--- config.mk ---
export PLATFORM = sky130hd
export DESIGN_NAME = serial_mag_comparator
export DESIGN_NICKNAME = d
export VERILOG_FILES = /design/src/rtl/serial_mag_comparator.sv
export SDC_FILE = /design/constraint.sdc
export NUM_CORES = 1
export LEC_CHECK = 0
export ABC_AREA = 1
export CORE_MARGIN = 3
export CORE_UTILIZATION = 25
export DETAILED_ROUTE_END_ITERATION = 8
export GPL_ROUTABILITY_DRIVEN = 0
export HOLD_SLACK_MARGIN = 0.06
export PLACE_DENSITY = 0.5
export SLEW_MARGIN = 20
export SYNTH_ARGS = -nofsm -noshare
export SYNTH_HDL_FRONTEND = slang
export SYNTH_SLANG_ARGS = --single-unit
--- constraint.sdc ---
create_clock -name clk -period 2.7 [get_ports clk]
set_input_delay 0.54 -clock clk [delete_from_list [all_inputs] [get_ports clk]]
set_output_delay 0.54 -clock clk [all_outputs]
set_load 0.01 [all_outputs]
--- src/rtl/serial_mag_comparator.sv ---
`default_nettype none
// ============================================================================
// Module      : serial_mag_comparator
// Description : Unsigned magnitude comparator consuming two bits per clock,
//               MSB digit first, with optional early exit on first difference.
// Revision    : 1.0 - initial release
// ============================================================================
module serial_mag_comparator #(
  parameter int WIDTH      = 8,
  parameter bit EARLY_EXIT = 1'b1
) (
  input  logic                             clk,
  input  logic                             rst,
  input  logic                             start,
  input  logic [WIDTH-1:0]                 a,
  input  logic [WIDTH-1:0]                 b,
  output logic                             busy,
  output logic                             done,
  output logic                             eq,
  output logic                             gt,
  output logic                             lt,
  output logic [$clog2(WIDTH/2+1)-1:0]     digits_used
);

  localparam int              c_digits   = WIDTH / 2;
  localparam int              c_cw       = $clog2(c_digits + 1);
  localparam logic [c_cw-1:0] c_one      = c_cw'(1);
  localparam logic [c_cw-1:0] c_cnt_init = c_cw'(c_digits);

  typedef enum logic [0:0] {
    S_IDLE    = 1'b0,
    S_COMPARE = 1'b1
  } state_t;

  state_t            r_state;
  state_t            w_state_next;
  logic [WIDTH-1:0]  r_sa;
  logic [WIDTH-1:0]  r_sb;
  logic              r_e;
  logic              r_g;
  logic [c_cw-1:0]   r_cnt;
  logic [c_cw-1:0]   r_used;
  logic              r_done;
  logic              r_eq;
  logic              r_gt;
  logic              r_lt;

  logic [1:0]        w_da;
  logic [1:0]        w_db;
  logic              w_e_next;
  logic              w_g_next;
  logic              w_last;
  logic              w_stop;
  logic              w_accept;

  assign w_da     = r_sa[WIDTH-1 -: 2];
  assign w_db     = r_sb[WIDTH-1 -: 2];
  assign w_last   = (r_cnt == c_one);
  assign w_accept = (r_state == S_IDLE) && start;

  // Once the chain has left the equal state the earlier decision is final.
  always_comb begin
    w_e_next = r_e;
    w_g_next = r_g;
    if (r_e) begin
      if (w_da == w_db) begin
        w_e_next = 1'b1;
        w_g_next = 1'b0;
      end else if (w_da > w_db) begin
        w_e_next = 1'b0;
        w_g_next = 1'b1;
      end else begin
        w_e_next = 1'b0;
        w_g_next = 1'b0;
      end
    end
  end

  generate
    if (EARLY_EXIT) begin : g_early_exit
      assign w_stop = w_last | ~w_e_next;
    end else begin : g_full_scan
      assign w_stop = w_last;
    end
  endgenerate

  always_ff @(posedge clk or posedge rst) begin
    if (rst) begin
      r_state <= S_IDLE;
    end else begin
      r_state <= w_state_next;
    end
  end

  always_comb begin
    w_state_next = r_state;
    case (r_state)
      S_IDLE:    if (start)  w_state_next = S_COMPARE;
      S_COMPARE: if (w_stop) w_state_next = S_IDLE;
      default:               w_state_next = S_IDLE;
    endcase
  end

  always_ff @(posedge clk or posedge rst) begin
    if (rst) begin
      r_sa   <= '0;
      r_sb   <= '0;
      r_e    <= 1'b0;
      r_g    <= 1'b0;
      r_cnt  <= '0;
      r_used <= '0;
      r_done <= 1'b0;
      r_eq   <= 1'b0;
      r_gt   <= 1'b0;
      r_lt   <= 1'b0;
    end else begin
      r_done <= 1'b0;
      if (w_accept) begin
        r_sa   <= a;
        r_sb   <= b;
        r_e    <= 1'b1;
        r_g    <= 1'b0;
        r_cnt  <= c_cnt_init;
        r_used <= '0;
        r_eq   <= 1'b0;
        r_gt   <= 1'b0;
        r_lt   <= 1'b0;
      end else if (r_state == S_COMPARE) begin
        r_sa   <= r_sa << 2;
        r_sb   <= r_sb << 2;
        r_cnt  <= r_cnt - c_one;
        r_used <= r_used + c_one;
        r_e    <= w_e_next;
        r_g    <= w_g_next;
        if (w_stop) begin
          r_eq   <= w_e_next;
          r_gt   <= ~w_e_next & w_g_next;
          r_lt   <= ~w_e_next & ~w_g_next;
          r_done <= 1'b1;
        end
      end
    end
  end

  assign busy        = (r_state == S_COMPARE);
  assign done        = r_done;
  assign eq          = r_eq;
  assign gt          = r_gt;
  assign lt          = r_lt;
  assign digits_used = r_used;

endmodule
`default_nettype wire
==> results of run 1 <==
## critical path: cells and delay by family, from the launching register on
| family | cells | cell delay (ps) |
|---|---|---|
| buffers and inverters | 2 | 860 |
| DFF | 1 | 320 |
## state kept, by name, summed over array words and instances (netlist names)
signal / count
r_g: 1
r_e: 1
r_sa: 8
r_sb: 8
eq: 1
digits_used: 3
busy: 1
lt: 1
gt: 1
r_cnt: 3
done: 1
## worst min path at each step
stage	slack [ps]	depth (start not counted)	start	end
6_report	480	2	r_g	r_g
5_1_grt	520	2	r_g	r_g
4_1_cts	490	2	r_g	r_g
3_5_place_dp	480	2	r_g	r_g
3_3_place_gp	470	1	digits_used[2]	digits_used[2]
2_1_floorplan	450	2	r_g	r_g
## where the power goes
group          internal [mW]  switching, mW
sequential             0.617         0.0980
clock                  0.183          0.154
combinational          0.311          0.402
## layout make-up
cell class | instances | area, sq um | area share [%]
Sequential cell | 29 | 726 | 40.8
Tap cell | 70 | 87.6 | 4.93
Clock buffer | 8 | 80.1 | 4.50
Inverter | 11 | 48.8 | 2.74
Multi-Input combinational cell | 93 | 561 | 31.5
Timing Repair Buffer | 28 | 275 | 15.5
## kinds of logic (layout without fill, tap and decap cells)
group	count (synthesis)	after routing	share of synthesized area [%]
AND/OR/NAND/NOR	74	74	28.7
flip-flops	29	29	52.3
buffers and inverters	16	47	7.30
AO/OA/AOI/OAI	13	13	6.49
adder cells (fa/ha/maj)	5	5	4.51
multiplexers	1	1	0.721
## routing by layer
layer	global-route usage [%]	wire [um]	share of wire, %
met3	3.70	154	5.7
met2	14.8	1200	44
met5	0	0	0
met4	3.55	27	1.0
met1	12.9	1330	49
## cells in the mapped netlist (all sizes together)
master,n,area (sq um)
inv,11,48.8
buf,5,52.6
nor2,6,30.0
o211ai,2,15.0
nand4,3,18.8
o21ai,5,25.0
ha,5,62.6
mux2i,1,10.0
nand2,52,228
dfrtp,29,726
or2,1,6.26
nand3,12,115
o22ai,1,6.26
a22o,5,43.8
## through the flow
stage | area [sq um] | util [%]
3_5_place_dp | 1700 | 32.4
4_1_cts | 1780 | 33.9
2_1_floorplan | 1390 | -
6_report | 1780 | 33.9
3_3_place_gp | 1700 | 32.4
5_1_grt | 1780 | 33.9
==> results.json, run 1 <==
{
  "final_common_cell": "nand2_1",
  "min_period_ps": 1990,
  "wl_per_cell_um": 11.4,
  "leakage_nw": 0.865,
  "required_ps": 2160,
  "overflow": 0,
  "diodes": 0,
  "end_kind": "output pin",
  "dieArea_sq_um": 6480,
  "slowest_stage": "clkdlybuf4s50_1",
  "synth.net_count": 162,
  "ff2ff_path_depth": 4,
  "regToRegEndpoint": "r_sb[7]",
  "ys_seq_area_share_pct": 52.3,
  "maxSlewHeadroom_pct": 66.0,
  "hold_buffers": 0,
  "cts_sinks": 29,
  "cts_buffers": 5,
  "critPathMaxFanout": 20,
  "fillerInstances": 539,
  "wl_um": 2710,
  "hold_path.class": "reg2reg",
  "ff2ff_setup_slack_ps": 1360,
  "start_util_pct": 26.5,
  "dr.pass1.iters": 4,
  "fin_nets": 192,
  "max_cap_violations": 0,
  "layout.cells.non_filler": 239,
  "hold_viol": 0,
  "syn_to_final_growth_pct": 28.1,
  "path_class": "reg2out",
  "viasPerCell": 4.16,
  "fin_setup_tns_ps": 0,
  "ant_nets": 0,
  "clk-insertion-delay-late_ps": 270,
  "setup_viol": 0,
  "grt_usage_pct": 9.86,
  "fin_crit_sh_pct": 73.6,
  "rows": 26,
  "num_io_pins": 27,
  "ctsLongestPathBuffers": 2,
  "cp_data_arrival_time_ps": 1450,
  "dp_hpwl_um": 1860,
  "startpoint": "busy",
  "ys_warn_count": 0,
  "fin_ws_ps": 714,
  "h-tree-depth": 2,
  "syn-mean-instance-area_sq_um": 10.1,
  "worst_slew_pin_slew_ps": 509,
  "syn_inst": 138,
  "fmax_mhz": 504,
  "drt_iter0_drc": 40,
  "cts_tree": "built",
  "total_power_mw": 1.77,
  "powerDensity_nw_per_um2": 993,
  "drc": 0,
  "cts_root_buffer": "clkbuf_8",
  "antenna_found_initial": 0,
  "status": "completed",
  "vias": 994,
  "final_layout_size_suffix_gt1_share_pct": 19.5,
  "layout_common_cells": "nand2_1, dfrtp_1, clkdlybuf4s50_1, nand3_2, nand2_2",
  "grt_max_degree": 30,
  "dieWidth_um": 80.5,
  "io_buffers": 26,
  "grt_pass1_wl_um": 4840,
  "clk_pin_slew_ps": 60,
  "fin_worst_skew_ps": 3.03,
  "chipHeight_um": 80.5,
  "dp_cells": 231,
  "setup.worst_path.start_class": "flip-flop",
  "post_cts_buffers": 0,
  "syn_area_sq_um": 1390,
  "irDropWorstVdd_v": 0.000348,
  "cts_resized": 0,
  "synth.ff_latch_count": 29,
  "r2r-start": "busy",
  "grt_setup_unrepaired": "no",
  "max_stage_delay_ps": 590,
  "drv_slew": 0,
  "synth.distinct_cells": 24,
  "crit_path_end": "busy",
  "grt_pass1_vias": 1049,
  "cp_cell_sequence": "buf_4 > clkdlybuf4s50_1",
  "core_area_sq_um": 5240,
  "hold_slack_ps": 478,
  "pre_cts_ws_ps": 785
}
Note: power is estimated with default switching activity, not from simulation.
==> run 2, diff against run 1 <==
clock period = 1.9 ns   (was 2.7 ns; I/O delays follow)
==> run 2 against run 1 <==
  * Global-route usage is essentially flat
  * Core utilization up 0.41 points
  * Combinational power rose by 42%
  * Routed wire length grew 0.59%
  * Highest routed layer unchanged
  * Register-to-register slack worse by 820 ps
  * Flip-flop and latch count unchanged
  * Die area unchanged
  * Setup slack got worse by 410 ps
  * Clock-buffer cell count shrank 1
==> results.json, run 2 (synthesis results as in run 1) <==
{
  "max_stage_delay_ps": 550,
  "path_class": "reg2out",
  "setup.worst_path.start_class": "flip-flop",
  "crit_family": "buffers and inverters",
  "final_layout_size_suffix_gt1_share_pct": 21.3,
  "maxSlewHeadroom_pct": 66.1,
  "cp_cell_sequence": "clkdlybuf4s50_1",
  "vias": 982,
  "cp_data_arrival_time_ps": 1220,
  "drv_slew": 0,
  "grt_pass1_vias": 1052,
  "drc": 0,
  "rows": 26,
  "num_io_pins": 27,
  "placed_area_sq_um": 1700,
  "powerDensity_nw_per_um2": 1440,
  "dieWidth_um": 80.5,
  "dieArea_sq_um": 6480,
  "fin_util_pct": 34.4,
  "fin_crit_sh_pct": 84.1,
  "fin_worst_skew_ps": 8.05,
  "grt_max_degree": 30,
  "hold_path.class": "in2async",
  "antenna_found_initial": 0,
  "wl_per_cell_um": 11.4,
  "slowest_stage": "clkdlybuf4s50_1",
  "dr.pass1.iters": 5,
  "grt_usage_pct": 9.86,
  "cts_root_buffer": "clkbuf_8",
  "dp_hpwl_um": 1840,
  "leakage_nw": 0.880,
  "viasPerCell": 4.11,
  "h-tree-depth": 2,
  "cts_resized": 0,
  "drt_iter0_drc": 41,
  "overflow": 0,
  "post_cts_buffers": 0,
  "critPathMaxFanout": 4,
  "chipHeight_um": 80.5,
  "fin_setup_tns_ps": 0,
  "ant_nets": 0,
  "io_buffers": 26,
  "dp_cells": 231,
  "clk_pin_slew_ps": 60,
  "end_kind": "output pin",
  "start_util_pct": 26.5,
  "grt_setup_unrepaired": "no",
  "cts_buffers": 5,
  "critPathBufInv": 1,
  "core_area_sq_um": 5240,
  "syn_to_final_growth_pct": 29.7,
  "cts_sinks": 29,
  "worst_slew_pin_slew_ps": 507,
  "grt_pass1_wl_um": 4890,
  "status": "completed",
  "hold_viol": 0,
  "ctsLongestPathBuffers": 2,
  "wl_um": 2730,
  "min_period_ps": 1600,
  "cts_tree": "built",
  "required_ps": 1520,
  "final_common_cell": "nand2_1",
  "hold_buffers": 0,
  "layout_common_cells": "nand2_1, dfrtp_1, clkdlybuf4s50_1, nand3_2, nand2_2",
  "setup_viol": 0,
  "final_area_sq_um": 1800,
  "clk-insertion-delay-late_ps": 280,
  "irDropWorstVdd_v": 0.000547,
  "fmax_mhz": 626,
  "diodes": 0,
  "max_cap_violations": 0,
  "fin_nets": 192,
  "reg_top3": "r_sa: 8 flops, r_sb: 8 flops",
  "layout.cells.non_filler": 239
}
-- run 2: metrics by stage --
stage          total power [mW]  setup WS (ps)  hold WS [ps]
2_1_floorplan              1.76            711           450
3_3_place_gp               2.03            212           466
3_5_place_dp               2.06            144           476
4_1_cts                    2.63            289           484
5_1_grt                    2.83            255           504
6_report                   2.59            302           470
-- run 2: worst paths after layout --
check	startpoint	end	slack [ps]	cells after the start
max	digits_used[0]	digits_used[0]	300	1
min	rst	r_sb[3]	470	3
max reg2reg	busy	r_sb[7]	540	4
min reg2reg	digits_used[2]	digits_used[2]	480	1
max in group asynchronous	rst	busy	1140	3
min in group clk	digits_used[2]	digits_used[2]	480	1
-- run 2: layer usage --
metal / track usage, % / wire length (um) / up-vias
met5: 0 / 0 / -
met4: 3.55 / 29 / 0
met3: 4.04 / 190 / 5
met2: 15.8 / 1210 / 28
met1: 11.8 / 1290 / 446
li1: - / - / 503
-- run 2: power by group --
part	switching, mW	internal, mW	total, mW
combinational	0.567	0.443	1.01
sequential	0.146	0.877	1.02
clock	0.234	0.327	0.561
total	0.946	1.65	2.59
-- run 2: area by class of cell --
class | instances | area [sq um]
clock buffer | 7 | 96.3
clock inverter | 1 | 5.00
fill | 541 | 3440
inverter | 11 | 48.8
multi-input combinational | 93 | 561
sequential | 29 | 726
tap | 70 | 87.6
timing repair buffer | 28 | 275
